### src/rtl/comparator_pkg.sv
// Shared types and helpers for the bit-serial magnitude comparator.
// Optional feature macro: COMPARATOR_SIGNED_EN (two's complement operands).
package comparator_pkg;

    typedef enum logic [1:0] {
        CMP_EQ = 2'd0,
        CMP_GT = 2'd1,
        CMP_LT = 2'd2
    } cmp_result_t;

    typedef enum logic [1:0] {
        CMP_IDLE  = 2'd0,
        CMP_SHIFT = 2'd1,
        CMP_DONE  = 2'd2
    } cmp_state_t;

    // One-hot {x, y, z} = {A>B, A==B, A<B}
    function automatic logic [2:0] cmp_onehot(cmp_result_t r);
        logic [2:0] oh;
        oh = 3'b000;
        unique case (r)
            CMP_GT:  oh = 3'b100;
            CMP_EQ:  oh = 3'b010;
            CMP_LT:  oh = 3'b001;
            default: oh = 3'b000;
        endcase
        return oh;
    endfunction

endpackage

### src/rtl/comparator_bit_update.sv
// Per-bit running-result rule for the LSB-first comparator.
// Optional feature macro: COMPARATOR_SIGNED_EN (inverts the sign-bit rule).
module comparator_bit_update
    import comparator_pkg::*;
(
    input  cmp_result_t cur,
    input  logic        a_bit,
    input  logic        b_bit,
    input  logic        is_sign_bit,
    output cmp_result_t nxt
);

    cmp_result_t on_a_high;
    cmp_result_t on_b_high;

`ifdef COMPARATOR_SIGNED_EN
    // A set sign bit means the operand is negative, so the verdict flips.
    assign on_a_high = is_sign_bit ? CMP_LT : CMP_GT;
    assign on_b_high = is_sign_bit ? CMP_GT : CMP_LT;
`else
    logic unused_sign;
    assign unused_sign = is_sign_bit;
    assign on_a_high   = CMP_GT;
    assign on_b_high   = CMP_LT;
`endif

    // A differing bit overrides the lower-order verdict; equal bits keep it.
    always_comb begin
        nxt = cur;
        unique case (1'b1)
            (a_bit & ~b_bit): nxt = on_a_high;
            (~a_bit & b_bit): nxt = on_b_high;
            default:          nxt = cur;
        endcase
    end

endmodule

### src/rtl/comparator_serial_lsb.sv
// Bit-serial LSB-first magnitude comparator: FSM, bit counter, output registers.
// Optional feature macro: COMPARATOR_SIGNED_EN (two's complement operands).
module comparator_serial_lsb #(
    parameter int WIDTH = 8
) (
    input  logic clk,
    input  logic rst_n,
    input  logic start,
    input  logic bit_valid,
    input  logic a_bit,
    input  logic b_bit,
    output logic busy,
    output logic done,
    output logic x,
    output logic y,
    output logic z
);
    import comparator_pkg::*;

    localparam int CW = $clog2(WIDTH);

    cmp_state_t      state;
    cmp_state_t      state_nxt;
    cmp_result_t     res;
    cmp_result_t     res_nxt;
    logic [CW-1:0]   cnt;
    logic            last;
    logic            take;

    assign last = (cnt == CW'(WIDTH - 1));
    assign take = (state == CMP_SHIFT) && bit_valid;

    comparator_bit_update u_bit_update (
        .cur         (res),
        .a_bit       (a_bit),
        .b_bit       (b_bit),
        .is_sign_bit (last),
        .nxt         (res_nxt)
    );

    // State register; reset aborts any word in flight.
    always_ff @(posedge clk or negedge rst_n) begin
        if (!rst_n) begin
            state <= CMP_IDLE;
        end else begin
            state <= state_nxt;
        end
    end

    // Next-state: start only counts in IDLE, SHIFT exits on the MSB.
    always_comb begin
        state_nxt = state;
        unique case (state)
            CMP_IDLE: begin
                if (start) begin
                    state_nxt = CMP_SHIFT;
                end
            end
            CMP_SHIFT: begin
                if (bit_valid && last) begin
                    state_nxt = CMP_DONE;
                end
            end
            CMP_DONE: begin
                state_nxt = CMP_IDLE;
            end
            default: begin
                state_nxt = CMP_IDLE;
            end
        endcase
    end

    // Status outputs decode the registered state only.
    always_comb begin
        busy = (state == CMP_SHIFT);
        done = (state == CMP_DONE);
    end

    // Running result and bit counter; bubbles leave both untouched.
    always_ff @(posedge clk or negedge rst_n) begin
        if (!rst_n) begin
            res <= CMP_EQ;
            cnt <= '0;
        end else if ((state == CMP_IDLE) && start) begin
            res <= CMP_EQ;
            cnt <= '0;
        end else if (take) begin
            res <= res_nxt;
            if (!last) begin
                cnt <= cnt + CW'(1);
            end
        end
    end

    // Result flags load with the final bit so they are valid with done.
    always_ff @(posedge clk or negedge rst_n) begin
        if (!rst_n) begin
            {x, y, z} <= 3'b000;
        end else if (take && last) begin
            {x, y, z} <= cmp_onehot(res_nxt);
        end
    end

endmodule

### config.mk
export PLATFORM = sky130hd
export DESIGN_NAME = comparator_serial_lsb
export DESIGN_NICKNAME = d
export VERILOG_FILES = /design/src/rtl/comparator_pkg.sv /design/src/rtl/comparator_bit_update.sv /design/src/rtl/comparator_serial_lsb.sv
export SDC_FILE = /design/constraint.sdc
export NUM_CORES = 1
export LEC_CHECK = 0
export ABC_AREA = 1
export BUFFER_PORTS_ARGS = -buffer_cell sky130_fd_sc_hd__buf_2
export CAP_MARGIN = 40
export CORE_AREA = 2 2 39 41
export DETAILED_ROUTE_END_ITERATION = 6
export DIE_AREA = 0 0 41 43
export GPL_ROUTABILITY_DRIVEN = 0
export MAX_ROUTING_LAYER = met4
export PLACE_DENSITY = 0.62
export SYNTH_ARGS = -nofsm -noshare
export SYNTH_HDL_FRONTEND = slang
export SYNTH_SLANG_ARGS = --single-unit
### constraint.sdc
create_clock -name clk -period 1.6 [get_ports clk]
set_input_delay 0 -clock clk [delete_from_list [all_inputs] [get_ports clk]]
set_output_delay 0 -clock clk [all_outputs]
set_load 0.02 [all_outputs]
==> flow_summary.toml <==
[power_and_ir_drop]
vdd_drop_max_mv = 0.7289
p_sw_share_pct = 39.26
switching_power_uw = 413.0
p_leak_nw = 0.3944
power_mw = 1.052
power_frac_comb_pct = 37.9
p_int_uw = 638.8
seq_power_share_pct = 40.3
p_clk_share_pct = 21.8
power_density_nw_per_um2 = 1601

[grt]
grt_max_degree = 11
grt_use_total_pct = 15.76
grt_pass1_vias = 425
grt_pass1_wl_um = 1752
antenna_found_initial = 0
gr-total-overflow = 0

[critical_path]
startpoint = "cnt[0]$_DFFE_PN0P_"
reg2regPathDepth = 6
crit_type = "flip-flop to flip-flop"
critPathCaptureType = "flip-flop"
r2r_slack_ns = 0.23
r2r_end = "cnt[0]$_DFFE_PN0P_"
worstPathRequired_ns = 1.76
arrival_ns = 1.52
rr_startpoint = "cnt[0]$_DFFE_PN0P_"
critPathMaxFanout = 3
worst_setup_path_start_kind = "flip-flop"

[floorplan]
die_y_um = 43
die_w_um = 41
start_util_pct = 39.06
dieArea_um2 = 1763
design.core.area_um2 = 1384
rows = 14
ios = 11

[cells_and_area]
nFillCells = 139
multiInputGateArea_um2 = 245.2
areaGrowthSynthToFinish_pct = 21.53
nNetsFinal = 91
regArea_um2 = 250.2
drive_gt1_share_pct = 25.00
antenna_cells = 0

[synth]
netlist_instances = 65
synth_top_area_share_pct = 46.30
synth_most_common_cell = "nand2_1"
yosysWarnings = 0
yosysUniqueCellTypes = 12
ys_ff_latch = 10
synthMuxAreaShare_pct = 0
synthXorXnorAreaFrac_pct = 0
synth_top_flop_cell = "dfrtp_1"
synth.cell_area_um2 = 540.5
ys_seq_area_share_pct = 46.30
synth_top_family_by_area = "simple AND/OR/NAND/NOR gates"
synth_top_area_cell = "dfrtp_1"
synth_compound_gate_area_share_pct = 2.778
synthAdderAreaFrac_pct = 9.259
synth-edff-count = 0
synthSimpleGateAreaFrac_pct = 33.33
synth_nets = 75
synthTopCellsByCount = "nand2_1 (21), dfrtp_1 (10), inv_1 (9)"
avgSynthCellArea_um2 = 8.316
async_reset_ff_share_pct = 100.0
synth_top_cells_by_area = "dfrtp_1 (46%), nand2_1 (15%), ha_1 (9.3%)"

[hold_path]
hp-class = "input pin to flip-flop"
hold_path_end = "state[0]$_DFFE_PN0P_"
whs_path_depth = 4
min_from = "bit_valid"

[route]
wl_um = 962
wl_per_cell_um = 10.02
num_vias = 433
drtIter0Drc = 5
drc_errors = 0
post_drt_via_cell_ratio = 4.510
drtAntennaViolNets = 0
firstDrtPassIters = 2

[clock_network]
postCtsSetupBuffers = 0
cts_sinks = 10
cts_resized = 0
cts_buffers = 3
clkTransAtPathRegs_ns = 0.07
cts-root-buf = "clkbuf_4"
cts_tree = "done"
clockBufferDepth = 2
clkLatencyLatePin_ns = 0.27
cts_max_level = 1

[timing]
finClkSkew_ns = 0.002339
relSlewSlack_pct = 84.83
period_share_pct = 85.32
slew_violations = 0
tightest_slew_ns = 0.2276
fin_setup_tns_ns = 0
clock.fmax_ghz = 0.7325
final-hold-violation-count = 0
finalSetupViolCount = 0
rsz0062_at_grt = "no"
finalCriticalPeriod_ns = 1.365

[run]
cap_violations = 0

[placement]
io_buffer_count = 10
dp_hpwl_um = 733.5

[outcome]
status = "completed"
[power by group through the flow]
stage	registers (mW)	clock network, mW	logic [mW]
after floorplan	0.451	0	0.263
after global placement	0.425	0	0.391
after detailed placement	0.428	0	0.400
after CTS	0.425	0.235	0.404
after global routing	0.441	0.255	0.459
final	0.424	0.229	0.399
[layout make-up]
type | instances | area share (%)
flip-flops and latches | 10 | 38.10
clock buffers | 4 | 5.524
well taps | 16 | 3.048
repair buffers | 11 | 9.143
inverters | 12 | 6.857
multi-input cells | 43 | 37.33
[worst max-delay path, cell delays in order, from the launching register on]
cell,delay [ns]
dfrtp_1,0.40
ha_1,0.21
ha_1,0.22
inv_2,0.12
nand4_1,0.15
nand3_1,0.11
nand2_1,0.06
[worst max-delay path by stage]
stage,slack [ns],endpoint,cells past startpoint
floorplan,0.34,cnt[0]$_DFFE_PN0P_,6
global placement,0.29,cnt[0]$_DFFE_PN0P_,6
detailed placement,0.25,cnt[0]$_DFFE_PN0P_,6
CTS,0.23,cnt[0]$_DFFE_PN0P_,6
global route,0.15,cnt[0]$_DFFE_PN0P_,6
finish,0.23,cnt[0]$_DFFE_PN0P_,6
[per-layer routing]
| layer | global-route usage, % | up-vias | routed length [µm] |
|---|---|---|---|
| met5 | - | - | 0 |
| met4 | 10.00 | 0 | 27 |
| met3 | 6.283 | 4 | 65 |
| met2 | 21.25 | 12 | 408 |
| met1 | 18.86 | 185 | 461 |
| li1 | - | 232 | - |
[logic make-up after synthesis]
| kind of cell | after synthesis |
|---|---|
| compound gates | 3 |
| flops | 10 |
| simple gates | 36 |
| fa+ha+maj | 4 |
| buf+inv | 12 |
[cells in the final DEF (no fill, tap or decap), types with 3 or more instances in the layout]
cell type,count
nand2_1,21
dfrtp_1,10
inv_2,3
buf_2,10
clkbuf_4,3
ha_1,4
o21ai_1,3
nand3_1,8
inv_1,9
nor2_1,3
[what timing repair did]
action / CTS / global route
endpoints found under the hold margin: 10 / 0
hold buffers: 1 / 0
setup endpoints to repair: 0 / 0
[registers in the layout (all words and copies together), names as in the netlist]
name   flops
z          1
state      2
x          1
y          1
cnt        3
res        2
[per-stage QoR]
step | area, µm² | hold slack [ns] | instances | util [%] | setup slack (ns)
after detailed placement | 610.6 | -0.1273 | 91 | 44.12 | 0.2458
after CTS | 656.9 | 0.05452 | 96 | 47.47 | 0.2325
after global routing | 656.9 | 0.06458 | 96 | 47.47 | 0.1480
final | 656.9 | 0.05497 | 96 | 47.47 | 0.2349
after global placement | 610.6 | -0.1258 | 91 | 44.12 | 0.2881
after floorplan | 540.5 | -0.2956 | 65 | - | 0.3440
(Power assumes the default switching activity.)
